$ cat config.mk
export PLATFORM = sky130hd
export DESIGN_NAME = stdcell_gate_tester
export DESIGN_NICKNAME = d
export VERILOG_FILES = /design/src/rtl/stdcell_gate_tester.sv
export SDC_FILE = /design/constraint.sdc
export NUM_CORES = 1
export LEC_CHECK = 0
export ABC_CLOCK_PERIOD_IN_PS = 3200
export BUFFER_PORTS_ARGS = -buffer_cell sky130_fd_sc_hd__clkbuf_2
export CAP_MARGIN = 25
export CORE_MARGIN = 2
export CORE_UTILIZATION = 60
export CTS_CLUSTER_DIAMETER = 150
export CTS_CLUSTER_SIZE = 20
export DETAILED_ROUTE_END_ITERATION = 7
export HOLD_SLACK_MARGIN = 0.1
export MAX_ROUTING_LAYER = met4
export PLACE_DENSITY = 0.82
export SLEW_MARGIN = 20
export SYNTH_ARGS = -nofsm -noshare
export SYNTH_HDL_FRONTEND = slang
export SYNTH_SLANG_ARGS = --single-unit
$ cat constraint.sdc
create_clock -name CLK -period 3.2 [get_ports CLK]
set_input_delay 0.32 -clock CLK [delete_from_list [all_inputs] [get_ports CLK]]
set_output_delay 0.32 -clock CLK [all_outputs]
set_load 0.02 [all_outputs]
$ cat src/rtl/stdcell_gate_tester.sv
// stdcell_gate_tester: sweeps all 16 vectors into a 4-input complex gate and checks Y against a golden model
module stdcell_gate_tester #(
  parameter int SETTLE_CYC = 2,
  parameter int PASSES     = 1,
  parameter int ERR_W      = 8
) (
  input  logic             CLK,
  input  logic             R,
  input  logic             START,
  input  logic [1:0]       FUNC_SEL,
  input  logic             Y_I,
  output logic             A_O,
  output logic             B_O,
  output logic             C_O,
  output logic             D_O,
  output logic             BUSY,
  output logic             DONE,
  output logic             PASS,
  output logic             FAIL_SEEN,
  output logic [ERR_W-1:0] ERR_CNT,
  output logic [3:0]       FIRST_FAIL
);
  typedef enum logic [1:0] {IDLE, SETTLE, SAMPLE} state_t;
  localparam logic [7:0] SETTLE_LAST = 8'(SETTLE_CYC - 1);
  localparam logic [7:0] PASS_LAST   = 8'(PASSES - 1);
  state_t     r_state;
  logic [3:0] r_vec;
  logic [7:0] r_settle;
  logic [7:0] r_pass;
  logic [1:0] r_fsel;
  logic       w_a, w_b, w_c, w_d, w_gold, w_mis;
  assign {w_a, w_b, w_c, w_d} = r_vec;
  assign {A_O, B_O, C_O, D_O} = r_vec;
  assign w_gold = r_fsel == 2'd0 ? ~((w_a & w_b) | (w_c & w_d)) :
                  r_fsel == 2'd1 ? ~((w_a | w_b) & (w_c | w_d)) :
                  r_fsel == 2'd2 ? ~((w_a & w_b) | w_c) :
                                   ~((w_a | w_b) & w_c);
  assign w_mis = Y_I != w_gold;
  always_ff @(posedge CLK or negedge R) begin
    if (!R) begin
      r_state    <= IDLE;
      r_vec      <= '0;
      r_settle   <= '0;
      r_pass     <= '0;
      r_fsel     <= '0;
      BUSY       <= 1'b0;
      DONE       <= 1'b0;
      PASS       <= 1'b0;
      FAIL_SEEN  <= 1'b0;
      ERR_CNT    <= '0;
      FIRST_FAIL <= '0;
    end else begin
      case (r_state)
        IDLE: if (START) begin
          r_fsel     <= FUNC_SEL;
          r_vec      <= '0;
          r_pass     <= '0;
          r_settle   <= '0;
          ERR_CNT    <= '0;
          FAIL_SEEN  <= 1'b0;
          FIRST_FAIL <= '0;
          DONE       <= 1'b0;
          PASS       <= 1'b0;
          BUSY       <= 1'b1;
          r_state    <= SETTLE;
        end
        SETTLE: begin
          r_settle <= r_settle + 8'd1;
          if (r_settle == SETTLE_LAST) r_state <= SAMPLE;
        end
        SAMPLE: begin
          if (w_mis) begin
            if (ERR_CNT != '1) ERR_CNT <= ERR_CNT + ERR_W'(1);
            if (!FAIL_SEEN) begin
              FIRST_FAIL <= r_vec;
              FAIL_SEEN  <= 1'b1;
            end
          end
          if (r_vec == 4'hf && r_pass == PASS_LAST) begin
            BUSY    <= 1'b0;
            DONE    <= 1'b1;
            PASS    <= !(FAIL_SEEN || w_mis);
            r_state <= IDLE;
          end else begin
            r_vec    <= r_vec + 4'd1;
            r_pass   <= r_vec == 4'hf ? r_pass + 8'd1 : r_pass;
            r_settle <= '0;
            r_state  <= SETTLE;
          end
        end
        default: r_state <= IDLE;
      endcase
    end
  end
endmodule

# --- After elaboration in Yosys (flattened, before gate mapping) ---
# Index checks and enable logic that the tools add are counted.
totals:
  mem_bits_ro: 0
  elab_cells: 92
  memories: 0
  latch_bits: 0
  ram_bits: 0
  register_bits: 40
op_classes:
  add_sub_neg: 4
  reduce_logical: 17
  mul: 0
  magnitude_cmp: 0
  shifts: 0
  eq_ne: 16
  n_bitwise: 12
  mux: 32
  n_div: 0
ops:
  columns: ["operator", "n"]
  rows:
  - ["8-bit 2-to-1 mux", 6]
  - ["8-bit case mux with 2 select lines", 2]
  - ["8-bit by 1-bit adder with 8-bit output (second input constant)", 3]
  - ["8-bit case mux with 3 select lines", 1]
  - ["4-bit 2-to-1 mux", 4]
  - ["2-bit != test (second input constant)", 8]
  - ["4-bit case mux with 2 select lines", 2]
  - ["3-bit AND reduction", 4]
  - ["4-bit AND reduction", 3]
  - ["1-bit 2-to-1 mux", 10]
  - ["8-bit by 1-bit equality test with 1-bit output (second input constant)", 1]
  - ["8-bit zero test", 1]
  - ["8-bit != test (second input constant)", 1]
  - ["1-bit case mux with 2 select lines", 4]
  - ["2-bit case mux with 3 select lines", 1]
  - ["4-bit by 1-bit adder with 4-bit output (second input constant)", 1]
  - ["1-bit bitwise AND", 4]
  - ["2-bit by 1-bit equality test with 1-bit output (second input constant)", 2]
  - ["2-bit equality test (second input constant)", 2]
  - ["4-bit equality test (second input constant)", 1]
  - ["2-bit zero test", 2]
  - ["2-bit 2-to-1 mux", 2]
  - ["1-bit inverter", 4]
  - ["1-bit bitwise OR", 4]
  - ["7 further kinds", 8]

# --- Longest topological paths before layout ---
# Gate-level depths: netlist (run 1).
depth:
  word_depth: 11
  mapped_depth: 9
  depth_no_buf: 8

# --- Worst setup path before layout (run 1) ---
# No wires, ideal clock.
synth_timing:
  path_type: "register -> register"
  from: "register r_vec[1]"
  to: "register ERR_CNT[2]"
  arrival_ns: 1.946
  stages_incl_launch_ff: 10
  path_buffers: 1
  setup_slack_ns: 1.134
  setup_ns: 0.120
  t_required_ns: 3.080
  cell_sequence: "dfrtp_1 -> inv_1 -> ha_1 -> or3b_1 -> a21oi_2 -> o21ai_2 -> a21boi_2 -> buf_6 -> a211oi_2 -> a41o_1"
synth_between:
  elab_chain_cells: 8
  elab_cells_between_ends: 16
  classes_between: "2 x eq/ne; 3 x mux; 10 x bitwise; 1 x reduce/logical"
synth_lines:
  columns: ["element", "line_no", "text"]
  rows:
  - ["from (decl)", "27", "logic [3:0] r_vec;"]
  - ["from (signal assigned)", "85", "r_vec <= r_vec + 4'd1;"]
  - ["1-bit bitwise AND, or another cell as far along", "37", "~((w_a | w_b) & w_c);"]
  - ["1-bit inverter, or another cell as far along", "37", null]
  - ["1-bit 2-to-1 mux / 1-bit inverter (equally long branches)", "36, 35", null]
  - ["1-bit 2-to-1 mux", "35", "r_fsel == 2'd1 ? ~((w_a | w_b) & (w_c | w_d)) :"]
  - ["1-bit 2-to-1 mux (*)", "34", "assign w_gold = r_fsel == 2'd0 ? ~((w_a & w_b) | (w_c & w_d)) :"]
  - ["1-bit != test (*)", "38", "assign w_mis = Y_I != w_gold;"]
  - ["2-bit != test (no source line) (*)", null, null]
  - ["4-bit AND reduction (no source line) (*)", null, null]
  - ["to (signal assigned)", "73", "if (ERR_CNT != '1) ERR_CNT <= ERR_CNT + ERR_W'(1);"]
  - ["to (decl)", "20", "output logic [ERR_W-1:0] ERR_CNT,"]
# Mark *: on every way between the ends. The rest lies on a longest branch, timed or not.
# A chain may end at the register's enable or synchronous reset.

# --- Worst setup path in the final report (run 1) ---
# Same ends and word-level chain as after synthesis.

==> impl_results.html, run 1 <==
<table>
<tr><th>Metric</th><th>Value</th></tr>
<tr><th colspan="2">Place</th></tr>
<tr><td>Post-placement setup slack</td><td>967.5 ps</td></tr>
<tr><td>Routability congestion estimate from global placement</td><td>0.8286</td></tr>
<tr><td>HPWL after DPL</td><td>2924 µm</td></tr>
<tr><td>Number of port buffers</td><td>25</td></tr>
<tr><th colspan="2">Die</th></tr>
<tr><td>Area of the core</td><td>3337 µm²</td></tr>
<tr><td>Initial core utilization</td><td>0.6273</td></tr>
<tr><td>Die footprint</td><td>3977 µm²</td></tr>
<tr><td>Num ports</td><td>26</td></tr>
<tr><td>Chip Width</td><td>63.07 µm</td></tr>
<tr><td>Site row count</td><td>21</td></tr>
<tr><td>Die height</td><td>63.07 µm</td></tr>
<tr><th colspan="2">CTS</th></tr>
<tr><td>Count of instances resized after the clock tree is built</td><td>0</td></tr>
<tr><td>Number of buffers inserted to repair setup after CTS</td><td>0</td></tr>
<tr><td>CTS H-Tree Depth</td><td>2</td></tr>
<tr><td>Clock-pin slew on the worst setup and hold paths</td><td>130 ps</td></tr>
<tr><td>Clk buf depth</td><td>2</td></tr>
<tr><td>Clock tree from TritonCTS</td><td>yes</td></tr>
<tr><td>Clock Root Buffer</td><td>sky130_fd_sc_hd__clkbuf_4</td></tr>
<tr><td>Clk sinks</td><td>40</td></tr>
<tr><td>TritonCTS Buffers</td><td>5</td></tr>
<tr><td>Insertion delay to the later sink of the worst-skew pair</td><td>360 ps</td></tr>
<tr><th colspan="2">Global routing</th></tr>
<tr><td>Met3 Track Usage GR</td><td>0.05893</td></tr>
<tr><td>Total congestion overflow</td><td>0</td></tr>
<tr><td>GRT met1 Usage</td><td>0.3088</td></tr>
<tr><td>Initial antenna violation count</td><td>0</td></tr>
<tr><td>Maximum number of pins on one net before global-route repair</td><td>41</td></tr>
<tr><td>Most Crowded Layer GR</td><td>met2</td></tr>
<tr><td>M2 GR Usage</td><td>0.3803</td></tr>
<tr><td>Global Route Usage Sum</td><td>0.2422</td></tr>
<tr><td>Global-route wire length before repair</td><td>7314 µm</td></tr>
<tr><td>Number of global-route vias before repair</td><td>1,611</td></tr>
<tr><th colspan="2">Worst setup path</th></tr>
<tr><td>Element type at the critical path end</td><td>flip-flop</td></tr>
<tr><td>Largest stage delay on the critical path</td><td>450 ps</td></tr>
<tr><td>Top Family by Delay on Critical Path</td><td>compound AO/OA/AOI/OAI gates</td></tr>
<tr><td>Worst reg-to-reg setup slack</td><td>920 ps</td></tr>
<tr><td>Largest fanout of any net on the critical path</td><td>11</td></tr>
<tr><td>Worst setup path start</td><td>r_vec[1]</td></tr>
<tr><td>RR Endpoint</td><td>ERR_CNT[2]</td></tr>
<tr><td>Worst setup path class</td><td>reg2reg</td></tr>
<tr><td>Worst r2r src</td><td>r_vec[1]</td></tr>
<tr><td>Buffers plus inverters on the worst setup path</td><td>1</td></tr>
<tr><td>Critical path startpoint category</td><td>flip-flop</td></tr>
<tr><td>Crit path arrival time</td><td>2550 ps</td></tr>
<tr><td>Capturing instance or port of the critical path</td><td>ERR_CNT[2]</td></tr>
<tr><td>Worst reg2reg path depth</td><td>8</td></tr>
<tr><td>CP Depth</td><td>8</td></tr>
<tr><td>List of cells traversed by the critical path</td><td>inv_1 -&gt; ha_1 -&gt; or3b_1 -&gt; a21oi_2 -&gt; o21ai_2 -&gt; a21boi_2 -&gt; a211oi_2 -&gt; a41o_1</td></tr>
<tr><td>Slowest cell on crit path</td><td>sky130_fd_sc_hd__dfrtp_1</td></tr>
<tr><td>Critical Path RT</td><td>3470 ps</td></tr>
<tr><th colspan="2">Detailed routing</th></tr>
<tr><td>Router iterations before antenna repair</td><td>4</td></tr>
<tr><td>Remaining routing DRC violations</td><td>0</td></tr>
<tr><td>Number of routed nets with antenna violations</td><td>0</td></tr>
<tr><td>Routed wire length</td><td>4144 µm</td></tr>
<tr><td>Drt via density</td><td>5.785</td></tr>
<tr><td>Iter 0 DRT Violations</td><td>151</td></tr>
<tr><td>Average wire length per cell after detail routing</td><td>14.39 µm</td></tr>
<tr><td>Via count</td><td>1,666</td></tr>
<tr><th colspan="2">Synthesis</th></tr>
<tr><td>Area leader, netlist</td><td>sky130_fd_sc_hd__dfrtp_1</td></tr>
<tr><td>Synthesized Nets</td><td>227</td></tr>
<tr><td>Synth Area in XOR/XNOR</td><td>0.05439</td></tr>
<tr><td>Number of warnings printed during yosys synthesis</td><td>0</td></tr>
<tr><td>Dominant cells by area after synthesis</td><td>sky130_fd_sc_hd__dfrtp_1 48%, sky130_fd_sc_hd__nand2_1 4.5%, sky130_fd_sc_hd__nor2_1 4.5%, sky130_fd_sc_hd__ha_1 4.2%, sky130_fd_sc_hd__xor2_1 3.8%</td></tr>
<tr><td>Synth Cell Area</td><td>2093 µm²</td></tr>
<tr><td>Mux contribution to synthesized area</td><td>0.01973</td></tr>
<tr><td>Distinct cells, synth</td><td>52</td></tr>
<tr><td>Adder and majority cell fraction of the synthesized area</td><td>0.04184</td></tr>
<tr><td>Synthesized area per cell</td><td>9.782 µm²</td></tr>
<tr><td>Synthesized-area fraction occupied by and/or/nand/nor cells</td><td>0.2295</td></tr>
<tr><td>Dominant combinational cell family by area after synthesis</td><td>simple AND/OR/NAND/NOR gates</td></tr>
<tr><td>FF+latch count, synth</td><td>40</td></tr>
<tr><td>Seq/Total Area, Yosys</td><td>0.4782</td></tr>
<tr><td>Share of Yosys cell area claimed by the top area cell type</td><td>0.4782</td></tr>
<tr><td>Number of standard cells after synthesis</td><td>214</td></tr>
<tr><td>Synthesized-area fraction occupied by ao, oa, aoi and oai cells</td><td>0.1435</td></tr>
<tr><th colspan="2">Timing</th></tr>
<tr><td>Pin slew with the least headroom to its limit</td><td>916.1 ps</td></tr>
<tr><td>Share of the cycle needed by the critical path after routing</td><td>0.7122</td></tr>
<tr><td>Worst setup slack after layout</td><td>920.9 ps</td></tr>
<tr><td>Total setup violations reported at the end of the flow</td><td>0</td></tr>
<tr><td>Number of failing hold endpoints at the final stage</td><td>0</td></tr>
<tr><td>Total negative slack for setup checks</td><td>0 ps</td></tr>
<tr><td>Unrepaired setup endpoints after global routing</td><td>false</td></tr>
<tr><td>Number of slew-limit violations in the final report</td><td>0</td></tr>
<tr><td>Hold slack</td><td>154.2 ps</td></tr>
<tr><td>Top achievable clock speed</td><td>0.4388 GHz</td></tr>
<tr><td>Clk_skew</td><td>24.25 ps</td></tr>
<tr><td>Time the final worst path needs with I/O delays and setup</td><td>2279 ps</td></tr>
<tr><td>Worst rel slew slack</td><td>0.3870</td></tr>
<tr><th colspan="2">Final layout</th></tr>
<tr><td>Final design utilization</td><td>0.6982</td></tr>
<tr><td>Proportion of layout cells with a drive suffix above 1</td><td>0.1901</td></tr>
<tr><td>Number of fillers in the final layout</td><td>264</td></tr>
<tr><td>Nets</td><td>254</td></tr>
<tr><td>Area growth, synth to finish</td><td>11.30%</td></tr>
<tr><td>Antenna cell count</td><td>0</td></tr>
<tr><th colspan="2">Pwr</th></tr>
<tr><td>Pwr Density</td><td>353.3 nW/µm²</td></tr>
<tr><td>Cell leakage power</td><td>1.084 nW</td></tr>
<tr><td>Max rail drop VDD</td><td>0.2473 mV</td></tr>
<tr><th colspan="2">Outcome</th></tr>
<tr><td>Run status</td><td>finished clean</td></tr>
<tr><th colspan="2">Job</th></tr>
<tr><td>Number of violations of the max-capacitance limit</td><td>0</td></tr>
<tr><th colspan="2">Hold path</th></tr>
<tr><td>Class of the worst hold path</td><td>in2reg</td></tr>
</table>
[cells in the final DEF, fill, tap and decap left out, drive strengths merged, types with 2 or more instances in the layout]
cell / n
o21bai: 2
and3: 3
clkbuf: 32
xor2: 9
or3: 2
a22o: 5
a211oi: 3
nand3: 10
ha: 7
dfrtp: 40
and2: 2
a21o: 3
nand2: 25
nor2: 26
a31oi: 2
a31o: 2
nand4: 7
o21ai: 10
a21oi: 9
nor3: 4
nand2b: 6
mux2i: 3
xnor2: 4
or2: 2
inv: 6
[worst min path at each step]
stage	startpoint	end	slack [ps]	cells after the start
2_1_floorplan	R	BUSY	20	0
3_3_place_gp	PASS	PASS	460	2
4_1_cts	R	ERR_CNT[3]	100	1
6_report	FUNC_SEL[1]	r_fsel[1]	150	3
3_5_place_dp	PASS	PASS	480	2
5_1_grt	FUNC_SEL[0]	r_fsel[0]	150	3
[synthesized netlist by cell type, drive strengths merged]
| library cell | instances |
|---|---|
| nor2b | 1 |
| dfrtp | 40 |
| a31oi | 2 |
| xnor2 | 4 |
| a41oi | 1 |
| or2 | 2 |
| nor4bb | 1 |
| and3 | 3 |
| nor2 | 26 |
| a211oi | 3 |
| and4 | 1 |
| o21a | 1 |
| mux2 | 1 |
| and3b | 1 |
| o41ai | 1 |
| or3b | 1 |
| a21boi | 1 |
| o22ai | 1 |
| nor4 | 1 |
| ha | 7 |
| nor4b | 1 |
| a22o | 5 |
| and2 | 2 |
| or3 | 2 |
| a41o | 1 |
| o21ai | 10 |
| or4b | 1 |
| buf | 4 |
| nand4 | 7 |
| nor3 | 4 |
| mux2i | 3 |
| inv | 6 |
| xor2 | 9 |
| nand3 | 10 |
| clkbuf | 3 |
| nand2b | 6 |
| a21oi | 9 |
| a21o | 3 |
| o21bai | 2 |
| nand2 | 25 |
| a31o | 2 |
[final cells by class]
class | count | area (µm²) | share of cell area
Clock inverter | 1 | 7.507 | 0.003222
Tap cell | 46 | 57.56 | 0.02470
Timing Repair Buffer | 27 | 162.7 | 0.06982
Sequential cell | 40 | 1001 | 0.4296
Clock buffer | 7 | 55.05 | 0.02363
Multi-Input combinational cell | 161 | 1023 | 0.4393
Inverter | 6 | 22.52 | 0.009667
[kinds of logic after synthesis]
| logic type | Yosys count |
|---|---|
| XOR/XNOR | 13 |
| flip-flops | 40 |
| AO/OA/AOI/OAI | 42 |
| multiplexers | 4 |
| adder cells (fa/ha/maj) | 7 |
| buffers and inverters | 13 |
| AND/OR/NAND/NOR | 95 |
[stage by stage]
step                      instance area (µm²)  instances  power [mW]
after floorplan                          2093        214      0.5368
after global placement                   2230        278      0.5536
after detailed placement                 2230        278      0.5539
after CTS                                2292        286      0.8305
after global routing                     2330        288      0.8601
final                                    2330        288      0.8231
[registers in the layout, indices dropped and copies added, names as in the netlist, 2 cells and up]
register,flops
ERR_CNT,8
r_pass,8
r_settle,8
FIRST_FAIL,4
r_vec,4
r_fsel,2
r_state,2
[power by group]
part	switching [mW]	total, mW	internal, mW
clock	0.166	0.274	0.108
combinational	0.0222	0.0359	0.0137
sequential	0.00393	0.513	0.509
[per-layer routing]
metal,part of all wire,wire [µm]
met1,0.46,1893
met2,0.48,2005
met3,0.044,182
met4,0.015,63
met5,0,0
[tightest hold or removal path, cell delays in order]
cell	delay, ps
sky130_fd_sc_hd__clkbuf_2	80
sky130_fd_sc_hd__nand2_1	40
sky130_fd_sc_hd__nand2_1	50
[what timing repair did]
item | CTS | global route
endpoints found under the setup margin | 0 | 0
hold buffers | 0 | 1
hold endpoints to repair | 0 | 20
(Power assumes the default switching activity.)
==> run 2, diff against run 1 <==
--- a/config.mk
+++ b/config.mk
@@ -5,17 +5,18 @@
 export SDC_FILE = /design/constraint.sdc
 export NUM_CORES = 1
 export LEC_CHECK = 0
-export ABC_CLOCK_PERIOD_IN_PS = 3200
+export ABC_AREA = 1
+export ABC_CLOCK_PERIOD_IN_PS = 2000
 export BUFFER_PORTS_ARGS = -buffer_cell sky130_fd_sc_hd__clkbuf_2
 export CAP_MARGIN = 25
 export CORE_MARGIN = 2
-export CORE_UTILIZATION = 60
+export CORE_UTILIZATION = 52
 export CTS_CLUSTER_DIAMETER = 150
 export CTS_CLUSTER_SIZE = 20
 export DETAILED_ROUTE_END_ITERATION = 7
 export HOLD_SLACK_MARGIN = 0.1
 export MAX_ROUTING_LAYER = met4
-export PLACE_DENSITY = 0.82
+export PLACE_DENSITY = 0.75
 export SLEW_MARGIN = 20
 export SYNTH_ARGS = -nofsm -noshare
 export SYNTH_HDL_FRONTEND = slang
==> constraint.sdc (replaced) <==
create_clock -name CLK -period 2 [get_ports CLK]
set_input_delay 0.2 -clock CLK [delete_from_list [all_inputs] [get_ports CLK]]
set_output_delay 0.2 -clock CLK [all_outputs]
set_load 0.02 [all_outputs]
==> run 2 against run 1 <==
Compared with the run above:
- routed wire length rose by 10%
- total power rose by 100%
- critical path depth rose by 1
- cell count rose by 34%
- clock skew fell by 12 ps
- sequential share of layout area fell by 3.9 points
- largest cell class unchanged
==> impl_results.html, run 2 <==
<table>
<tr><th>Metric</th><th>Value</th></tr>
<tr><th colspan="2">Pwr</th></tr>
<tr><td>Pwr Density</td><td>644.2 nW/µm² (was 353.3 nW/µm²)</td></tr>
<tr><td>Cell leakage power</td><td>1.265 nW (was 1.084 nW)</td></tr>
<tr><td>Final total power</td><td>1.650 mW (was 0.8231 mW)</td></tr>
<tr><td>Max rail drop VDD</td><td>0.4354 mV (was 0.2473 mV)</td></tr>
<tr><th colspan="2">Detailed routing</th></tr>
<tr><td>Via count</td><td>1,984 (was 1,666)</td></tr>
<tr><td>Average wire length per cell after detail routing</td><td>11.85 µm (was 14.39 µm)</td></tr>
<tr><td>Drt via density</td><td>5.140 (was 5.785)</td></tr>
<tr><td>Routed wire length</td><td>4575 µm (was 4144 µm)</td></tr>
<tr><td>Router iterations before antenna repair</td><td>4 (unchanged)</td></tr>
<tr><td>Iter 0 DRT Violations</td><td>135 (was 151)</td></tr>
<tr><td>Remaining routing DRC violations</td><td>0 (unchanged)</td></tr>
<tr><td>Number of routed nets with antenna violations</td><td>0 (unchanged)</td></tr>
<tr><th colspan="2">Die</th></tr>
<tr><td>Initial core utilization</td><td>0.5499 (was 0.6273)</td></tr>
<tr><td>Chip Width</td><td>69.74 µm (was 63.07 µm)</td></tr>
<tr><td>Die footprint</td><td>4863 µm² (was 3977 µm²)</td></tr>
<tr><td>Die height</td><td>69.74 µm (was 63.07 µm)</td></tr>
<tr><td>Area of the core</td><td>4086 µm² (was 3337 µm²)</td></tr>
<tr><td>Num ports</td><td>26 (unchanged)</td></tr>
<tr><td>Site row count</td><td>23 (was 21)</td></tr>
<tr><th colspan="2">Timing</th></tr>
<tr><td>Number of failing hold endpoints at the final stage</td><td>0 (unchanged)</td></tr>
<tr><td>Number of slew-limit violations in the final report</td><td>0 (unchanged)</td></tr>
<tr><td>Worst rel slew slack</td><td>0.6764 (was 0.3870)</td></tr>
<tr><td>Unrepaired setup endpoints after global routing</td><td>false (unchanged)</td></tr>
<tr><td>Total negative slack for setup checks</td><td>0 ps (unchanged)</td></tr>
<tr><td>Share of the cycle needed by the critical path after routing</td><td>0.8749 (was 0.7122)</td></tr>
<tr><td>Top achievable clock speed</td><td>0.5715 GHz (was 0.4388 GHz)</td></tr>
<tr><td>Total setup violations reported at the end of the flow</td><td>0 (unchanged)</td></tr>
<tr><td>Pin slew with the least headroom to its limit</td><td>485.4 ps (was 916.1 ps)</td></tr>
<tr><td>Time the final worst path needs with I/O delays and setup</td><td>1750 ps (was 2279 ps)</td></tr>
<tr><td>Clk_skew</td><td>12.75 ps (was 24.25 ps)</td></tr>
<tr><th colspan="2">Synthesis</th></tr>
<tr><td>FF+latch count, synth</td><td>40 (unchanged)</td></tr>
<tr><td>Synthesized Nets</td><td>314 (was 227)</td></tr>
<tr><td>Share of Yosys cell area claimed by the top area cell type</td><td>0.4454 (was 0.4782)</td></tr>
<tr><td>Mux contribution to synthesized area</td><td>0 (was 0.01973)</td></tr>
<tr><td>Main flop type after synthesis</td><td>sky130_fd_sc_hd__dfrtp_1 (unchanged)</td></tr>
<tr><td>Synthesized-area fraction occupied by and/or/nand/nor cells</td><td>0.3563 (was 0.2295)</td></tr>
<tr><td>Area leader, netlist</td><td>sky130_fd_sc_hd__dfrtp_1 (unchanged)</td></tr>
<tr><td>Distinct cells, synth</td><td>28 (was 52)</td></tr>
<tr><td>Dominant combinational cell family by area after synthesis</td><td>simple AND/OR/NAND/NOR gates (unchanged)</td></tr>
<tr><td>Seq/Total Area, Yosys</td><td>0.4454 (was 0.4782)</td></tr>
<tr><td>Number of standard cells after synthesis</td><td>301 (was 214)</td></tr>
<tr><td>Top cells by instance count after synthesis</td><td>92 x sky130_fd_sc_hd__nand2_1, 40 x sky130_fd_sc_hd__dfrtp_1, 39 x sky130_fd_sc_hd__nand3_1, 35 x sky130_fd_sc_hd__inv_1, 21 x sky130_fd_sc_hd__o21ai_0 (was 40 x sky130_fd_sc_hd__dfrtp_1, 25 x sky130_fd_sc_hd__nand2_1, 25 x sky130_fd_sc_hd__nor2_1, 10 x sky130_fd_sc_hd__nand3_1, 9 x sky130_fd_sc_hd__xor2_1)</td></tr>
<tr><td>Synth Area in XOR/XNOR</td><td>0.01559 (was 0.05439)</td></tr>
<tr><td>Synthesized area per cell</td><td>7.466 µm² (was 9.782 µm²)</td></tr>
<tr><td>Synth Cell Area</td><td>2247 µm² (was 2093 µm²)</td></tr>
<tr><td>Number of synthesized flops with an enable pin</td><td>0 (unchanged)</td></tr>
<tr><td>Synthesized-area fraction occupied by ao, oa, aoi and oai cells</td><td>0.07238 (was 0.1435)</td></tr>
<tr><td>Dominant cells by area after synthesis</td><td>sky130_fd_sc_hd__dfrtp_1 45%, sky130_fd_sc_hd__nand2_1 15%, sky130_fd_sc_hd__nand3_1 8.7%, sky130_fd_sc_hd__inv_1 5.8%, sky130_fd_sc_hd__o21ai_0 4.7% (was sky130_fd_sc_hd__dfrtp_1 48%, sky130_fd_sc_hd__nand2_1 4.5%, sky130_fd_sc_hd__nor2_1 4.5%, sky130_fd_sc_hd__ha_1 4.2%, sky130_fd_sc_hd__xor2_1 3.8%)</td></tr>
<tr><td>Number of warnings printed during yosys synthesis</td><td>0 (unchanged)</td></tr>
<tr><td>Post-synthesis async set-or-reset flop share</td><td>1.000 (unchanged)</td></tr>
<tr><td>Most common cell in the netlist</td><td>sky130_fd_sc_hd__nand2_1 (was sky130_fd_sc_hd__dfrtp_1)</td></tr>
<tr><td>Adder and majority cell fraction of the synthesized area</td><td>0.03898 (was 0.04184)</td></tr>
<tr><th colspan="2">Worst setup path</th></tr>
<tr><td>Critical path startpoint category</td><td>flip-flop (unchanged)</td></tr>
<tr><td>Crit path arrival time</td><td>1940 ps (was 2550 ps)</td></tr>
<tr><td>Worst setup path class</td><td>reg2reg (unchanged)</td></tr>
<tr><td>Worst reg-to-reg setup slack</td><td>250 ps (was 920 ps)</td></tr>
<tr><td>Element type at the critical path end</td><td>flip-flop (unchanged)</td></tr>
<tr><td>Largest fanout of any net on the critical path</td><td>8 (was 11)</td></tr>
<tr><td>Critical Path RT</td><td>2190 ps (was 3470 ps)</td></tr>
<tr><th colspan="2">Global routing</th></tr>
<tr><td>Total congestion overflow</td><td>0 (unchanged)</td></tr>
<tr><td>Initial antenna violation count</td><td>0 (unchanged)</td></tr>
<tr><td>Number of global-route vias before repair</td><td>1,849 (was 1,611)</td></tr>
<tr><td>Global Route Usage Sum</td><td>0.2090 (was 0.2422)</td></tr>
<tr><td>Global-route wire length before repair</td><td>8017 µm (was 7314 µm)</td></tr>
<tr><td>Maximum number of pins on one net before global-route repair</td><td>24 (was 41)</td></tr>
<tr><th colspan="2">Place</th></tr>
<tr><td>Routability congestion estimate from global placement</td><td>0.8012 (was 0.8286)</td></tr>
<tr><td>HPWL after DPL</td><td>3358 µm (was 2924 µm)</td></tr>
<tr><td>Number of port buffers</td><td>25 (unchanged)</td></tr>
<tr><th colspan="2">Final layout</th></tr>
<tr><td>Proportion of layout cells with a drive suffix above 1</td><td>0.1458 (was 0.1901)</td></tr>
<tr><td>Most used cells in the layout excluding fill and tap cells</td><td>92 x sky130_fd_sc_hd__nand2_1, 40 x sky130_fd_sc_hd__dfrtp_1, 38 x sky130_fd_sc_hd__nand3_1, 35 x sky130_fd_sc_hd__inv_1, 25 x sky130_fd_sc_hd__clkbuf_2 (was 40 x sky130_fd_sc_hd__dfrtp_1, 25 x sky130_fd_sc_hd__nor2_1, 25 x sky130_fd_sc_hd__nand2_1, 25 x sky130_fd_sc_hd__clkbuf_2, 10 x sky130_fd_sc_hd__nand3_1)</td></tr>
<tr><td>Commonest non-fill, non-tap cell in the layout</td><td>sky130_fd_sc_hd__nand2_1 (was sky130_fd_sc_hd__dfrtp_1)</td></tr>
<tr><td>Largest registers in the final layout</td><td>ERR_CNT x8, r_pass x8, r_settle x8 (unchanged)</td></tr>
<tr><td>Antenna cell count</td><td>0 (unchanged)</td></tr>
<tr><td>Number of fillers in the final layout</td><td>360 (was 264)</td></tr>
<tr><td>Area growth, synth to finish</td><td>13.98% (was 11.30%)</td></tr>
<tr><td>Nets</td><td>348 (was 254)</td></tr>
<tr><th colspan="2">Outcome</th></tr>
<tr><td>Run status</td><td>finished clean (unchanged)</td></tr>
<tr><th colspan="2">Job</th></tr>
<tr><td>Number of violations of the max-capacitance limit</td><td>0 (unchanged)</td></tr>
<tr><th colspan="2">CTS</th></tr>
<tr><td>TritonCTS Buffers</td><td>5 (unchanged)</td></tr>
<tr><td>Clock Root Buffer</td><td>sky130_fd_sc_hd__clkbuf_8 (was sky130_fd_sc_hd__clkbuf_4)</td></tr>
<tr><td>Clk buf depth</td><td>2 (unchanged)</td></tr>
<tr><td>Insertion delay to the later sink of the worst-skew pair</td><td>290 ps (was 360 ps)</td></tr>
<tr><td>CTS H-Tree Depth</td><td>2 (unchanged)</td></tr>
<tr><td>Clk sinks</td><td>40 (unchanged)</td></tr>
<tr><td>Clock-pin slew on the worst setup and hold paths</td><td>70 ps (was 130 ps)</td></tr>
<tr><td>Clock tree from TritonCTS</td><td>yes (unchanged)</td></tr>
<tr><th colspan="2">Hold path</th></tr>
<tr><td>Class of the worst hold path</td><td>in2reg (unchanged)</td></tr>
</table>
run 2: changes by cell type after synthesis, sizes merged, moves of 6 or more:
cell	before	now
inv	6	37
nand2b	6	0
nand3	10	40
nor2	26	20
nand2	25	95
xor2	9	3
o21ai	10	24
run 2: through the flow:
stage / setup WS [ps] / hold WS [ps] / std cells / area [µm²] / util
floorplan: 409.7 / -95.59 / 301 / 2247 / -
global placement: 323.8 / 173.1 / 377 / 2456 / 0.6010
detailed placement: 218.4 / 177.7 / 377 / 2456 / 0.6010
CTS: 209.2 / 149.4 / 386 / 2556 / 0.6255
global route: 80.64 / 177.7 / 386 / 2561 / 0.6268
finish: 250.3 / 163.8 / 386 / 2561 / 0.6268
run 2: worst max-delay path: stages (launching register included):
cell	delay [ps]
sky130_fd_sc_hd__dfrtp_1	440
sky130_fd_sc_hd__ha_1	240
sky130_fd_sc_hd__nand3_1	100
sky130_fd_sc_hd__nor2_1	80
sky130_fd_sc_hd__nand3_1	100
sky130_fd_sc_hd__nor2_1	70
sky130_fd_sc_hd__nor2_2	330
sky130_fd_sc_hd__nand2_4	150
sky130_fd_sc_hd__nand2_1	90
sky130_fd_sc_hd__nand2_1	50
run 2: what timing repair did:
item | 4_1_cts | 5_1_grt
setup buffers | 0 | 0
endpoints found under the setup margin | 0 | 3
hold endpoints to repair | 17 | 0
gates resized for setup | 0 | 1
hold buffers | 1 | 0
run 2: path summary, 6_finish.rpt:
kind	start	endpoint	cells after the start
max	ERR_CNT[0]	ERR_CNT[1]	9
min	FUNC_SEL[0]	r_fsel[0]	3
max reg2reg	ERR_CNT[0]	ERR_CNT[1]	9
min reg2reg	FIRST_FAIL[1]	FIRST_FAIL[1]	2
max in group asynchronous	R	r_settle[4]	3
min in group asynchronous	R	ERR_CNT[5]	2
run 2: final cells by class:
cell class	count	area [µm²]	area share
Timing Repair Buffer	30	177.7	0.06937
Inverter	37	138.9	0.05423
Multi-Input combinational cell	221	1091	0.4260
Sequential cell	40	1001	0.3908
Tap cell	50	62.56	0.02443
Clock buffer	8	90.09	0.03517
run 2: logic make-up (layout without fill, tap and decap cells):
logic type               count (synthesis)  after routing
adder cells (fa/ha/maj)                  7              7
AND/OR/NAND/NOR                        179            179
XOR/XNOR                                 4              4
flip-flops                              40             40
buffers and inverters                   40             75
AO/OA/AOI/OAI                           31             31
run 2: report_power, final:
| part | total [mW] | leakage (nW) | internal (mW) | switching (mW) |
|---|---|---|---|---|
| Combinational | 0.208 | 0.724 | 0.0769 | 0.131 |
| Clock | 0.544 | 0.0455 | 0.281 | 0.263 |
| Sequential | 0.898 | 0.496 | 0.849 | 0.0492 |
run 2: metal layers:
layer | up-vias | share of wire | routed length [µm] | track usage
met5 | - | 0 | 0 | -
met2 | 31 | 0.46 | 2089 | 0.3429
li1 | 1042 | - | - | -
met3 | 5 | 0.037 | 167 | 0.03924
met4 | 0 | 0.012 | 53 | 0.07051
met1 | 906 | 0.50 | 2266 | 0.2612
==> run 3, diff against run 2 <==
--- a/config.mk
+++ b/config.mk
@@ -9,6 +9,7 @@
 export ABC_CLOCK_PERIOD_IN_PS = 2000
 export BUFFER_PORTS_ARGS = -buffer_cell sky130_fd_sc_hd__clkbuf_2
 export CAP_MARGIN = 25
+export CORE_ASPECT_RATIO = 1.4
 export CORE_MARGIN = 2
 export CORE_UTILIZATION = 52
 export CTS_CLUSTER_DIAMETER = 150
==> run 3 against run 2 <==
Compared with the run above:
- sequential share of layout area increased by 0.29 points
- design area down 0.73%
- via count is 0.40% higher
- die area up 0.16%
- setup slack better by 34 ps
- clock skew shrank 6.3 ps
- critical path type unchanged
- largest power group unchanged
==> impl_results.html, run 3 (synthesized netlist as in run 2, its figures left out) <==
<table>
<tr><th>Metric</th><th>Value</th></tr>
<tr><th colspan="2">Outcome</th></tr>
<tr><td>Run status</td><td>finished clean (unchanged)</td></tr>
<tr><th colspan="2">Timing</th></tr>
<tr><td>Time the final worst path needs with I/O delays and setup</td><td>1716 ps (was 1750 ps)</td></tr>
<tr><td>Worst rel slew slack</td><td>0.6630 (was 0.6764)</td></tr>
<tr><td>Total setup violations reported at the end of the flow</td><td>0 (unchanged)</td></tr>
<tr><td>Clk_skew</td><td>6.396 ps (was 12.75 ps)</td></tr>
<tr><td>Number of failing hold endpoints at the final stage</td><td>0 (unchanged)</td></tr>
<tr><td>Hold slack</td><td>160.9 ps (was 163.8 ps)</td></tr>
<tr><td>Unrepaired setup endpoints after global routing</td><td>false (unchanged)</td></tr>
<tr><td>Pin slew with the least headroom to its limit</td><td>505.5 ps (was 485.4 ps)</td></tr>
<tr><td>Top achievable clock speed</td><td>0.5827 GHz (was 0.5715 GHz)</td></tr>
<tr><td>Share of the cycle needed by the critical path after routing</td><td>0.8581 (was 0.8749)</td></tr>
<tr><td>Total negative slack for setup checks</td><td>0 ps (unchanged)</td></tr>
<tr><td>Number of slew-limit violations in the final report</td><td>0 (unchanged)</td></tr>
<tr><td>Worst setup slack after layout</td><td>283.8 ps (was 250.3 ps)</td></tr>
<tr><th colspan="2">Global routing</th></tr>
<tr><td>Global-route wire length before repair</td><td>7541 µm (was 8017 µm)</td></tr>
<tr><td>Initial antenna violation count</td><td>0 (unchanged)</td></tr>
<tr><td>Met3 Track Usage GR</td><td>0.04567 (was 0.03924)</td></tr>
<tr><td>Total congestion overflow</td><td>0 (unchanged)</td></tr>
<tr><td>Most Crowded Layer GR</td><td>met2 (unchanged)</td></tr>
<tr><td>GRT met1 Usage</td><td>0.2336 (was 0.2612)</td></tr>
<tr><td>Maximum number of pins on one net before global-route repair</td><td>41 (was 24)</td></tr>
<tr><td>M2 GR Usage</td><td>0.3505 (was 0.3429)</td></tr>
<tr><td>Number of global-route vias before repair</td><td>1,812 (was 1,849)</td></tr>
<tr><td>Global Route Usage Sum</td><td>0.2084 (was 0.2090)</td></tr>
<tr><th colspan="2">Pwr</th></tr>
<tr><td>Cell leakage power</td><td>1.253 nW (was 1.265 nW)</td></tr>
<tr><td>Final total power</td><td>1.658 mW (was 1.650 mW)</td></tr>
<tr><td>Total internal power</td><td>1.202 mW (was 1.207 mW)</td></tr>
<tr><td>Power dissipated by switching net loads</td><td>0.4563 mW (was 0.4431 mW)</td></tr>
<tr><td>Max rail drop VDD</td><td>0.4592 mV (was 0.4354 mV)</td></tr>
<tr><td>Pwr Density</td><td>652.3 nW/µm² (was 644.2 nW/µm²)</td></tr>
<tr><td>Switching share of power</td><td>0.2751 (was 0.2686)</td></tr>
<tr><td>Proportion of power drawn by flip-flops and latches</td><td>0.540 (was 0.544)</td></tr>
<tr><td>Proportion of power drawn by the clock network</td><td>0.337 (was 0.330)</td></tr>
<tr><td>Part of the power in combinational logic</td><td>0.123 (was 0.126)</td></tr>
<tr><th colspan="2">Final layout</th></tr>
<tr><td>Post-layout instance count excluding filler cells</td><td>380 (was 386)</td></tr>
<tr><td>Most used cells in the layout excluding fill and tap cells</td><td>92 x sky130_fd_sc_hd__nand2_1, 40 x sky130_fd_sc_hd__dfrtp_1, 38 x sky130_fd_sc_hd__nand3_1, 35 x sky130_fd_sc_hd__inv_1, 25 x sky130_fd_sc_hd__clkbuf_2 (unchanged)</td></tr>
<tr><td>Largest registers in the final layout</td><td>ERR_CNT x8, r_pass x8, r_settle x8 (unchanged)</td></tr>
<tr><td>Commonest non-fill, non-tap cell in the layout</td><td>sky130_fd_sc_hd__nand2_1 (unchanged)</td></tr>
<tr><td>Nets</td><td>347 (was 348)</td></tr>
<tr><td>Area growth, synth to finish</td><td>13.14% (was 13.98%)</td></tr>
<tr><td>Proportion of layout cells with a drive suffix above 1</td><td>0.1493 (was 0.1458)</td></tr>
<tr><td>Antenna cell count</td><td>0 (unchanged)</td></tr>
<tr><th colspan="2">Die</th></tr>
<tr><td>Initial core utilization</td><td>0.5345 (was 0.5499)</td></tr>
<tr><td>Die footprint</td><td>4871 µm² (was 4863 µm²)</td></tr>
<tr><td>Num ports</td><td>26 (unchanged)</td></tr>
<tr><td>Area of the core</td><td>4204 µm² (was 4086 µm²)</td></tr>
<tr><td>Die height</td><td>81.78 µm (was 69.74 µm)</td></tr>
<tr><td>Site row count</td><td>28 (was 23)</td></tr>
<tr><td>Chip Width</td><td>59.56 µm (was 69.74 µm)</td></tr>
<tr><th colspan="2">CTS</th></tr>
<tr><td>Insertion delay to the later sink of the worst-skew pair</td><td>290 ps (about the same)</td></tr>
<tr><td>Clock tree from TritonCTS</td><td>yes (unchanged)</td></tr>
<tr><td>CTS H-Tree Depth</td><td>2 (unchanged)</td></tr>
<tr><td>Clock-pin slew on the worst setup and hold paths</td><td>80 ps (was 70 ps)</td></tr>
<tr><td>Clk sinks</td><td>40 (unchanged)</td></tr>
<tr><td>TritonCTS Buffers</td><td>5 (unchanged)</td></tr>
<tr><td>Clk buf depth</td><td>2 (unchanged)</td></tr>
<tr><td>Clock Root Buffer</td><td>sky130_fd_sc_hd__clkbuf_8 (unchanged)</td></tr>
<tr><th colspan="2">Detailed routing</th></tr>
<tr><td>Routed wire length</td><td>4441 µm (was 4575 µm)</td></tr>
<tr><td>Iter 0 DRT Violations</td><td>107 (was 135)</td></tr>
<tr><td>Number of routed nets with antenna violations</td><td>0 (unchanged)</td></tr>
<tr><td>Remaining routing DRC violations</td><td>0 (unchanged)</td></tr>
<tr><td>Average wire length per cell after detail routing</td><td>11.69 µm (was 11.85 µm)</td></tr>
<tr><td>Drt via density</td><td>5.242 (was 5.140)</td></tr>
<tr><td>Via count</td><td>1,992 (was 1,984)</td></tr>
<tr><td>Router iterations before antenna repair</td><td>4 (unchanged)</td></tr>
<tr><th colspan="2">Place</th></tr>
<tr><td>HPWL after DPL</td><td>3293 µm (was 3358 µm)</td></tr>
<tr><td>Routability congestion estimate from global placement</td><td>0.8410 (was 0.8012)</td></tr>
<tr><td>Number of port buffers</td><td>25 (unchanged)</td></tr>
<tr><td>Cell count after placement</td><td>371 (was 377)</td></tr>
<tr><td>Post-placement setup slack</td><td>156.1 ps (was 218.4 ps)</td></tr>
<tr><th colspan="2">Worst setup path</th></tr>
<tr><td>Crit path arrival time</td><td>1950 ps (was 1940 ps)</td></tr>
<tr><td>Worst setup path class</td><td>reg2reg (unchanged)</td></tr>
<tr><td>Critical path startpoint category</td><td>flip-flop (unchanged)</td></tr>
<tr><td>Element type at the critical path end</td><td>flip-flop (unchanged)</td></tr>
<tr><td>Critical Path RT</td><td>2230 ps (was 2190 ps)</td></tr>
<tr><td>Largest fanout of any net on the critical path</td><td>9 (was 8)</td></tr>
<tr><th colspan="2">Hold path</th></tr>
<tr><td>Class of the worst hold path</td><td>in2reg (unchanged)</td></tr>
<tr><th colspan="2">Job</th></tr>
<tr><td>Number of violations of the max-capacitance limit</td><td>0 (unchanged)</td></tr>
</table>
[run 3: cell types whose count changed in the layout (fill, tap and decap cells not counted)]
cell / change
sky130_fd_sc_hd__clkinvlp_4: +2
sky130_fd_sc_hd__clkbuf_1: -2
sky130_fd_sc_hd__buf_12: -1
[run 3: what timing repair did]
item / 4_1_cts / 5_1_grt
setup buffers: 0 / 0
hold endpoints to repair: 40 / 0
setup endpoints to repair: 0 / 1
hold buffers: 1 / 0
gates resized for setup: 0 / 1
[run 3: per-stage QoR]
stage / util / area (µm²)
after floorplan: - / 2247
after global placement: 0.5780 / 2430
after detailed placement: 0.5780 / 2430
after CTS: 0.6036 / 2537
after global routing: 0.6048 / 2542
final: 0.6048 / 2542
[run 3: layout make-up]
class	count	area (µm²)
repair buffers	29	157.7
flip-flops and latches	40	1001
multi-input cells	221	1091
fillers	405	1662
inverters	37	138.9
well taps	45	56.30
clock buffers	6	82.58
clock inverters	2	15.01
[run 3: critical path, stage by stage (launching register included)]
cell                      delay [ps]
sky130_fd_sc_hd__dfrtp_1         470
sky130_fd_sc_hd__inv_1            70
sky130_fd_sc_hd__ha_1            190
sky130_fd_sc_hd__inv_1            50
sky130_fd_sc_hd__nand3_1          60
sky130_fd_sc_hd__nand2_1          60
sky130_fd_sc_hd__nand2_1          60
sky130_fd_sc_hd__nand3_1         130
sky130_fd_sc_hd__nand3_2         230
sky130_fd_sc_hd__nand2_1         200
sky130_fd_sc_hd__nand2_1          60
sky130_fd_sc_hd__nand2_1          60
[run 3: power by group through the flow]
stage | Combinational [mW] | Sequential [mW] | Clock (mW)
2_1_floorplan | 0.0786 | 0.955 | 0
3_3_place_gp | 0.204 | 0.911 | 0
3_5_place_dp | 0.205 | 0.912 | 0
4_1_cts | 0.207 | 0.896 | 0.578
5_1_grt | 0.232 | 0.904 | 0.607
6_report | 0.205 | 0.896 | 0.558
[run 3: worst paths after layout]
check	start	to	slack, ps	depth (start not counted)
min reg2reg	FIRST_FAIL[3]	FIRST_FAIL[3]	480	2
min in group asynchronous	R	ERR_CNT[7]	500	3
max	r_vec[1]	FIRST_FAIL[1]	280	11
max reg2reg	r_vec[1]	FIRST_FAIL[1]	280	11
max in group asynchronous	R	r_pass[1]	1150	3
min	FUNC_SEL[1]	r_fsel[1]	160	3
[run 3: layer usage]
layer,part of all wire,wire [µm]
met1,0.45,2017
met2,0.49,2154
met3,0.034,150
met4,0.027,118
met5,0,0
